==> config.mk <==
export PLATFORM = sky130hd
export DESIGN_NAME = board_renderer
export DESIGN_NICKNAME = d
export VERILOG_FILES = /design/src/rtl/board_renderer.sv
export SDC_FILE = /design/constraint.sdc
export NUM_CORES = 1
export LEC_CHECK = 0
export ABC_AREA = 1
export CAP_MARGIN = 20
export CORE_ASPECT_RATIO = 2
export CORE_MARGIN = 4
export CORE_UTILIZATION = 34
export CTS_BUF_LIST = sky130_fd_sc_hd__clkbuf_16
export CTS_CLUSTER_SIZE = 8
export DETAILED_ROUTE_END_ITERATION = 12
export SLEW_MARGIN = 15
export SYNTH_ARGS = -nofsm -noshare
export SYNTH_HDL_FRONTEND = slang
export SYNTH_SLANG_ARGS = --single-unit
==> constraint.sdc <==
create_clock -name clock -period 5.2 [get_ports clock]
set_clock_uncertainty 0.1 [all_clocks]
set_input_delay 0.52 -clock clock [delete_from_list [all_inputs] [get_ports clock]]
set_output_delay 0.52 -clock clock [all_outputs]
set_load 0.02 [all_outputs]
==> src/rtl/board_renderer.sv <==
// Playfield renderer: converts timing-generator pixel coordinates into board
// RAM reads and 12-bit RGB. Three registered stages (track/address, RAM data,
// colour) keep rgb and the delayed syncs aligned. Cell addressing uses running
// counters, so the datapath contains no dividers or multipliers.
// pix_en is a one-clock strobe; every register advances only when it is high.
module board_renderer #(
  parameter int COLS         = 10,
  parameter int ROWS         = 20,
  parameter int CELL         = 20,
  parameter int ORIGIN_X     = 220,
  parameter int ORIGIN_Y     = 40,
  parameter int ADDR_WIDTH   = 12,
  parameter int BASE_ADDR    = 0,
  parameter int FLASH_FRAMES = 8
) (
  input  logic                  clock,
  input  logic                  reset,
  input  logic                  pix_en,
  input  logic [9:0]            x,
  input  logic [8:0]            y,
  input  logic                  active,
  input  logic                  hsync_in,
  input  logic                  vsync_in,
  input  logic                  screen_end,
  input  logic                  grid_en,
  input  logic [ROWS-1:0]       clear_rows,
  output logic [ADDR_WIDTH-1:0] mem_addr,
  output logic                  mem_ren,
  input  logic [2:0]            mem_data,
  output logic [11:0]           rgb,
  output logic                  hsync_out,
  output logic                  vsync_out
);

  localparam int COL_W = (COLS > 1) ? $clog2(COLS) : 1;
  localparam int ROW_W = (ROWS > 1) ? $clog2(ROWS) : 1;
  localparam int SUB_W = $clog2(CELL);
  localparam int FC_W  = (FLASH_FRAMES > 1) ? $clog2(FLASH_FRAMES) : 1;

  localparam logic [9:0]            X_LO     = 10'(ORIGIN_X);
  localparam logic [9:0]            X_HI     = 10'(ORIGIN_X + COLS * CELL);
  localparam logic [8:0]            Y_LO     = 9'(ORIGIN_Y);
  localparam logic [8:0]            Y_HI     = 9'(ORIGIN_Y + ROWS * CELL);
  localparam logic [SUB_W-1:0]      SUB_LAST = SUB_W'(CELL - 1);
  localparam logic [ADDR_WIDTH-1:0] COL_STEP = ADDR_WIDTH'(COLS);
  localparam logic [ADDR_WIDTH-1:0] BASE     = ADDR_WIDTH'(BASE_ADDR);
  localparam logic [FC_W-1:0]       FC_LAST  = FC_W'(FLASH_FRAMES - 1);

  // Fixed cell-code palette.
  function automatic logic [11:0] palette(input logic [2:0] code);
    logic [11:0] c;
    case (code)
      3'd0:    c = 12'h000;
      3'd1:    c = 12'h0FF;
      3'd2:    c = 12'hFF0;
      3'd3:    c = 12'h4F0;
      3'd4:    c = 12'hF00;
      3'd5:    c = 12'hA0F;
      3'd6:    c = 12'hE80;
      default: c = 12'h02F;
    endcase
    return c;
  endfunction

  // Region decode of the incoming pixel.
  logic x_at_org, x_in, y_at_org, y_in, in_board;
  assign x_at_org = (x == X_LO);
  assign x_in     = (x >= X_LO) && (x < X_HI);
  assign y_at_org = (y == Y_LO);
  assign y_in     = (y >= Y_LO) && (y < Y_HI);
  assign in_board = x_in && y_in && active;

  // Tracking counters: _q holds the previous pixel, _d the current one.
  logic [COL_W-1:0]      col_q, col_d;
  logic [SUB_W-1:0]      xsub_q, xsub_d;
  logic [ROW_W-1:0]      row_q, row_d;
  logic [SUB_W-1:0]      ysub_q, ysub_d;
  logic [ADDR_WIDTH-1:0] row_base_q, row_base_d;

  // Stage 1 registers.
  logic [ADDR_WIDTH-1:0] mem_addr_q;
  logic                  mem_ren_q;
  logic                  s1_inb_q, s1_grid_q, s1_act_q, s1_hs_q, s1_vs_q;
  logic [ROW_W-1:0]      s1_row_q;

  // Stage 2 registers.
  logic [2:0]            s2_code_q;
  logic                  s2_inb_q, s2_grid_q, s2_act_q, s2_hs_q, s2_vs_q;
  logic [ROW_W-1:0]      s2_row_q;

  // Stage 3 (output) registers.
  logic [11:0]           rgb_q, rgb_d;
  logic                  hsync_q, vsync_q;

  // Flash animation state.
  logic [ROWS-1:0]       flash_mask_q, flash_mask_d;
  logic [FC_W-1:0]       frame_cnt_q, frame_cnt_d;
  logic                  phase_q, phase_d;

  logic                  is_grid_d;
  logic [ADDR_WIDTH-1:0] addr_d;

  // Next cell position: restart at the board's left edge, step inside it;
  // the vertical counters move once per line at the left-edge pixel.
  always_comb begin
    col_d      = col_q;
    xsub_d     = xsub_q;
    row_d      = row_q;
    ysub_d     = ysub_q;
    row_base_d = row_base_q;
    if (x_at_org) begin
      col_d  = '0;
      xsub_d = '0;
      if (y_at_org) begin
        row_d      = '0;
        ysub_d     = '0;
        row_base_d = '0;
      end else if (y_in) begin
        if (ysub_q == SUB_LAST) begin
          ysub_d     = '0;
          row_d      = row_q + ROW_W'(1);
          row_base_d = row_base_q + COL_STEP;
        end else begin
          ysub_d = ysub_q + SUB_W'(1);
        end
      end
    end else if (x_in) begin
      if (xsub_q == SUB_LAST) begin
        xsub_d = '0;
        col_d  = col_q + COL_W'(1);
      end else begin
        xsub_d = xsub_q + SUB_W'(1);
      end
    end
  end

  assign is_grid_d = (xsub_d == '0) || (xsub_d == SUB_LAST) ||
                     (ysub_d == '0) || (ysub_d == SUB_LAST);
  assign addr_d    = BASE + row_base_d + ADDR_WIDTH'(col_d);

  // Flash update at the frame boundary; an empty mask parks the animation.
  always_comb begin
    flash_mask_d = flash_mask_q;
    frame_cnt_d  = frame_cnt_q;
    phase_d      = phase_q;
    if (screen_end) begin
      flash_mask_d = clear_rows;
      if (clear_rows == '0) begin
        frame_cnt_d = '0;
        phase_d     = 1'b0;
      end else if (frame_cnt_q == FC_LAST) begin
        frame_cnt_d = '0;
        phase_d     = ~phase_q;
      end else begin
        frame_cnt_d = frame_cnt_q + FC_W'(1);
      end
    end
  end

  // Colour selection in priority order: blanking, outside, grid, flash, cell.
  always_comb begin
    rgb_d = palette(s2_code_q);
    if (!s2_act_q || !s2_inb_q) begin
      rgb_d = 12'h000;
    end else if (grid_en && s2_grid_q) begin
      rgb_d = 12'hFFF;
    end else if (flash_mask_q[s2_row_q] && phase_q) begin
      rgb_d = 12'hFFF;
    end
  end

  // Tracking counter registers.
  always_ff @(posedge clock or negedge reset) begin
    if (!reset) begin
      col_q      <= '0;
      xsub_q     <= '0;
      row_q      <= '0;
      ysub_q     <= '0;
      row_base_q <= '0;
    end else if (pix_en) begin
      col_q      <= col_d;
      xsub_q     <= xsub_d;
      row_q      <= row_d;
      ysub_q     <= ysub_d;
      row_base_q <= row_base_d;
    end
  end

  // Stage 1: issue the RAM read; the address holds while outside the board.
  always_ff @(posedge clock or negedge reset) begin
    if (!reset) begin
      mem_addr_q <= BASE;
      mem_ren_q  <= 1'b0;
      s1_inb_q   <= 1'b0;
      s1_grid_q  <= 1'b0;
      s1_act_q   <= 1'b0;
      s1_row_q   <= '0;
      s1_hs_q    <= 1'b1;
      s1_vs_q    <= 1'b1;
    end else if (pix_en) begin
      if (in_board) begin
        mem_addr_q <= addr_d;
      end
      mem_ren_q <= in_board;
      s1_inb_q  <= in_board;
      s1_grid_q <= is_grid_d;
      s1_act_q  <= active;
      s1_row_q  <= row_d;
      s1_hs_q   <= hsync_in;
      s1_vs_q   <= vsync_in;
    end
  end

  // Stage 2: capture the cell code and forward the pixel flags.
  always_ff @(posedge clock or negedge reset) begin
    if (!reset) begin
      s2_code_q <= '0;
      s2_inb_q  <= 1'b0;
      s2_grid_q <= 1'b0;
      s2_act_q  <= 1'b0;
      s2_row_q  <= '0;
      s2_hs_q   <= 1'b1;
      s2_vs_q   <= 1'b1;
    end else if (pix_en) begin
      s2_code_q <= mem_data;
      s2_inb_q  <= s1_inb_q;
      s2_grid_q <= s1_grid_q;
      s2_act_q  <= s1_act_q;
      s2_row_q  <= s1_row_q;
      s2_hs_q   <= s1_hs_q;
      s2_vs_q   <= s1_vs_q;
    end
  end

  // Stage 3: registered colour and syncs.
  always_ff @(posedge clock or negedge reset) begin
    if (!reset) begin
      rgb_q   <= 12'h000;
      hsync_q <= 1'b1;
      vsync_q <= 1'b1;
    end else if (pix_en) begin
      rgb_q   <= rgb_d;
      hsync_q <= s2_hs_q;
      vsync_q <= s2_vs_q;
    end
  end

  // Flash mask, frame counter and phase registers.
  always_ff @(posedge clock or negedge reset) begin
    if (!reset) begin
      flash_mask_q <= '0;
      frame_cnt_q  <= '0;
      phase_q      <= 1'b0;
    end else if (pix_en) begin
      flash_mask_q <= flash_mask_d;
      frame_cnt_q  <= frame_cnt_d;
      phase_q      <= phase_d;
    end
  end

  assign mem_addr  = mem_addr_q;
  assign mem_ren   = mem_ren_q;
  assign rgb       = rgb_q;
  assign hsync_out = hsync_q;
  assign vsync_out = vsync_q;

endmodule

==> results.toml, run 1 <==
[timing]
finalHoldViolCount = 0
slew_headroom_pct = 52.0
fmax_mhz = 281
fin_crit_sh_pct = 68.4
tightest_slew_ns = 0.716
rsz0062_at_grt = "no"
tns_ns = 0
period_minus_slack_ns = 3.55
setup_viol_count_final = 0
report.final.slew_viol_count = 0
fin_ws_ns = 1.65

[global_routing]
globalRouteTotalUtil_pct = 16.1
grt_max_degree = 53
grt_first_pass_wirelength_mm = 23.4
grt_pass1_vias = 4985
grt.overflow.total = 0
antenna_found_initial = 0

[drt]
num_vias = 4850
via_per_inst = 4.83
drc = 0
firstDrtPassIters = 4
ant_nets = 0
wl_per_cell_um = 13.9
wl_mm = 14.0
first_iter_violations = 186

[die]
die_w_um = 97.0
core_area_um2 = 15500
die_h_um = 186
fp-row-count = 64
io_pins = 77
start_util_pct = 34.8
die-area_um2 = 18000

[clock_network]
cts_setup_buffers = 0
cts_tree = "yes"
clkSlewWorstSetupHoldPaths_ns = 0.06
cts_max_path_buffers = 2
clock_sinks = 94
clock_latency_ns = 0.33
cts_root_buffer = "clkbuf_16"
cts_max_level = 3
holdBufCountCts = 0
cts_resized = 0
cts_buffers = 9

[layout]
final_cell_mix = "230 x nand2_1, 91 x inv_1, 88 x dfrtp_1, 86 x o21ai_0, 75 x clkdlybuf4s50_1"
final_common_cell = "nand2_1"
num_antenna_cells = 0
syn_to_final_growth_pct = 22.6
drive_gt1_share_pct = 6.82
n_fill_cell = 1608
nets = 864

[critical_path]
cp-end-kind = "register"
reg2reg_slack_ns = 2.03
critPathArrivalTime_ns = 3.73
r2r_start = "ysub_q[0]"
r2r-end = "mem_addr[9]"
endpoint = "mem_addr[9]"
critical_path.startpoint = "x[7]"
reg2reg_depth = 18
critPathKind = "input pin to register"
setup.worst_path.start_class = "input pin"
cp_max_fo = 11
crit_required_ns = 5.38

[synth]
syn_nets = 796
ys_seq_area_share_pct = 43.8
synth_cell_types = 42
syn_area_um2 = 5380
synth.avg_cell_area_um2 = 7.34
yosys_warnings = 0
ys_ff_latch = 94
syn_inst = 734

[place]
hpwl_mm = 10.9
gp_congestion = 0.890
place_worst_setup_slack_ns = 1.30
io_buffer_count = 76

[hold_path]
min_path_type = "input pin to asynchronous set/reset pin"

[power_and_ir_drop]
powerDensity_nw_per_um2 = 301
power_leakage_uw = 0.00325
vdd_drop_max_mv = 0.172

[status]
status = "finished clean"

[run]
drv_cap = 0
==> power by group <==
group	total, uW	leakage [uW]	switching [uW]	internal (uW)
sequential	917	0.00119	79.9	838
combinational	466	0.00193	267	199
clock	603	0.000130	282	321
==> through the flow <==
stage	hold slack [ns]	area, um^2	cells	util (%)	total power, uW
6_report	0.106	6600	1005	42.7	1990
5_1_grt	0.167	6600	1005	42.7	2120
4_1_cts	0.141	6570	1004	42.5	2020
3_5_place_dp	0.352	6300	988	40.8	1400
3_3_place_gp	0.352	6300	988	40.8	1400
2_1_floorplan	0.124	5380	734	-	1200
==> worst max-delay path, stage by stage <==
cell and delay, ns:
clkdlybuf4s50_1 0.47, nand2_1 0.11, nor2_2 0.19, o21ai_1 0.09, nand2_1 0.27, inv_2 0.11
nor2_1 0.27, nand2_1 0.11, o21ai_0 0.16, a21oi_1 0.08, ha_1 0.35, nand3_1 0.09
nand2_1 0.10, a21oi_1 0.06, nand3b_1 0.22, nor2_1 0.21, nand3_1 0.10, nand2_1 0.07
nand3_1 0.07, nand2_1 0.08
==> state kept, by name (all words and copies together) (netlist names), 4 cells and up <==
register      flops
rgb               7
s2_row_q          5
xsub_q            5
s1_row_q          5
flash_mask_q     20
row_base_q       12
mem_addr         12
col_q             4
ysub_q            5
==> final cells by class <==
type / count / area, um^2 / area share [%]
Clock buffer: 9 / 225 / 3.41
Clock inverter: 7 / 43.8 / 0.664
Inverter: 95 / 357 / 5.40
Multi-Input combinational cell: 522 / 2560 / 38.8
Sequential cell: 94 / 2360 / 35.8
Tap cell: 198 / 248 / 3.75
Timing Repair Buffer: 80 / 808 / 12.2
==> cells in the mapped netlist, drive strengths merged <==
cell | instances | share of area [%]
o21ai | 88 | 8.2
nand2 | 234 | 17
nand4 | 18 | 2.1
fa | 1 | 0.37
o221ai | 2 | 0.33
ha | 11 | 2.6
nor3 | 9 | 1.1
o31ai | 1 | 0.14
xor2 | 7 | 1.1
a31oi | 1 | 0.12
buf | 8 | 0.98
dfrtp | 88 | 41
o211ai | 3 | 0.42
nand3 | 55 | 5.7
clkbuf | 15 | 1.0
xnor2 | 2 | 0.33
and3 | 1 | 0.12
or2 | 5 | 0.58
a21boi | 1 | 0.14
o22ai | 1 | 0.12
inv | 94 | 6.6
dfstp | 6 | 2.9
nor4 | 1 | 0.12
nand3b | 3 | 0.42
clkinv | 1 | 0.070
a21oi | 15 | 1.5
nor2 | 62 | 5.4
a22oi | 1 | 0.14
==> per-layer routing <==
metal  vias up  GRT usage (%)  wire length [um]
met1      2242           15.4              5080
met2        77           31.8              7870
met4         0           9.06               715
met5         -              0                 0
li1       2495              -                 -
met3        36           2.89               343
==> how the worst min path moves through the flow <==
stage               endpoint  slack, ns  depth (start not counted)
2_1_floorplan       col_q[0]       0.12                          0
3_3_place_gp         s2_hs_q       0.35                          2
3_5_place_dp   row_base_q[0]       0.35                          2
4_1_cts          mem_addr[4]       0.14                          1
5_1_grt          mem_addr[4]       0.17                          1
6_report         mem_addr[4]       0.11                          1
==> logic make-up (layout without fill, tap and decap cells) <==
logic type,count (synthesis),in the layout,synth area share [%]
AND/OR/NAND/NOR,388,388,32.1
buffers and inverters,118,191,8.65
AO/OA/AOI/OAI,113,113,11.0
flip-flops,94,94,43.8
adder cells (fa/ha/maj),12,12,2.93
XOR/XNOR,9,9,1.46
Note: power is estimated with default switching activity, not from simulation.
==> run 2, diff against run 1 <==
clock period = 3.2 ns   (was 5.2 ns; I/O delays follow)
==> results.toml, run 2 (synthesis results as in run 1) <==
[critical_path]
critPathArrivalTime_ns = 3.06
crit_required_ns = 3.34
cpPeakStageDelay_ns = 0.48
critPathKind = "input pin to register"
crit_chain = "clkdlybuf4s50_1 -> nand2_1 -> nor2_2 -> nand3_4 -> nor2_8 -> inv_2 -> nor2_2 -> inv_2 -> or2_0 -> a21oi_2 -> ha_1 -> a21oi_1 -> inv_1 -> a31oi_1 -> nand3b_1 -> nor2_2 -> nand3_1 -> nand2_1 -> nand3_1 -> nand2_1"
cp-end-kind = "register"
crit_family = "simple AND/OR/NAND/NOR gates"
slowest_stage = "clkdlybuf4s50_1"
setup.worst_path.start_class = "input pin"
critPathBufInv = 4
cp_max_fo = 5

[clock_network]
cts_root_buffer = "clkbuf_16"
clkSlewWorstSetupHoldPaths_ns = 0.07
cts_tree = "yes"
cts_max_path_buffers = 2
cts_buffers = 9
clock_latency_ns = 0.35
cts_setup_buffers = 0
cts_max_level = 3
clock_sinks = 94

[drt]
first_iter_violations = 181
wl_mm = 14.5
ant_nets = 0
via_per_inst = 4.77
num_vias = 4948
wl_per_cell_um = 13.9
firstDrtPassIters = 4
drc = 0

[die]
die-area_um2 = 18000
die_h_um = 186
fp-row-count = 64
io_pins = 77
core_area_um2 = 15500
start_util_pct = 34.8
die_w_um = 97.0

[power_and_ir_drop]
powerDensity_nw_per_um2 = 486
switching_share_pct = 32.3
seq_power_share_pct = 44.5
p_int_uw = 2270
power_leakage_uw = 0.00342
vdd_drop_max_mv = 0.297
finalPower_uw = 3350
p_sw_uw = 1080
clkPwrFrac_pct = 31.3
p_comb_share_pct = 24.2

[layout]
nets = 897
max_flop_register = "flash_mask_q"
num_antenna_cells = 0
drive_gt1_share_pct = 11.1
largest_register_ffs = 20
final_common_cell = "nand2_1"
final_cells = 1038
final_cell_mix = "230 x nand2_1, 89 x inv_1, 88 x dfrtp_1, 85 x o21ai_0, 75 x clkdlybuf4s50_1"
syn_to_final_growth_pct = 27.9

[global_routing]
globalRouteTotalUtil_pct = 16.6
grt_pass1_vias = 4960
grt_max_degree = 51
grt.overflow.total = 0
grt_first_pass_wirelength_mm = 23.9
antenna_found_initial = 0

[timing]
tns_ns = 0
slew_headroom_pct = 53.2
tightest_slew_ns = 0.697
fmax_mhz = 343
finalHoldViolCount = 0
setup_viol_count_final = 0
fin_crit_sh_pct = 91.2
period_minus_slack_ns = 2.92
rsz0062_at_grt = "yes"
report.final.slew_viol_count = 0

[place]
io_buffer_count = 76
post-place-cells = 1021
gp_congestion = 0.880
hpwl_mm = 11.3

[run]
drv_cap = 0

[status]
status = "finished clean"

[hold_path]
min_path_type = "register to register"
==> run 2: cell count changes in the layout (fill, tap and decap cells not counted), moves of 2 or more <==
cell | before | now
clkinv_4 | 1 | 3
nor2_1 | 51 | 49
inv_1 | 91 | 89
buf_4 | 4 | 36
inv_6 | 0 | 2
inv_8 | 0 | 2
clkinvlp_4 | 3 | 0
==> run 2: metrics by stage <==
stage	setup WS [ns]	util, %	cell area, um^2	hold WS (ns)
after floorplan	0.493	-	5380	-0.0756
after global placement	-0.150	42.5	6560	0.280
after detailed placement	-0.177	42.5	6560	0.289
after CTS	0.117	44.4	6870	0.364
after global routing	-0.0123	44.6	6890	0.380
final	0.281	44.6	6890	0.365
==> run 2: power groups by stage <==
stage	Combinational, uW	Clock, uW	Sequential, uW
global route	916	1150	1510
finish	811	1050	1490
detailed placement	820	0	1510
global placement	809	0	1510
floorplan	421	0	1530
CTS	823	1090	1490
==> run 2: tightest hold or removal path, stage by stage, from the launching register on <==
cell and delay [ns]:
dfstp_2 0.37, nand2_1 0.05, nand2_1 0.04
==> run 2: path summary, 6_finish.rpt <==
check | cells after the start | startpoint | end | slack (ns)
max | 20 | x[7] | mem_addr[10] | 0.28
min | 2 | s1_vs_q | s1_vs_q | 0.36
max reg2reg | 17 | ysub_q[1] | mem_addr[11] | 0.29
min reg2reg | 2 | s1_vs_q | s1_vs_q | 0.36
max in group asynchronous | 3 | reset | ysub_q[3] | 1.89
min in group asynchronous | 2 | reset | mem_addr[0] | 0.43
==> run 2: cell type report <==
type | count | area, um^2
Tap cell | 198 | 248
Sequential cell | 94 | 2360
Multi-Input combinational cell | 522 | 2580
Clock buffer | 9 | 225
Inverter | 95 | 357
Clock inverter | 7 | 66.3
Fill cell | 1564 | 8570
Timing Repair Buffer | 113 | 1050
==> run 2: timing repair <==
action,4_1_cts,5_1_grt
hold endpoints to repair,38,0
hold buffers,1,0
resized for setup,0,6
setup endpoints to repair,0,8
==> run 2: routing by layer <==
layer  GRT usage, %  up-vias  routed length (um)
li1               -     2552                   -
met3           3.04       22                 369
met1           15.9     2305                5170
met2           34.0       69                8490
met5              0        -                   0
met4           6.36        0                 431
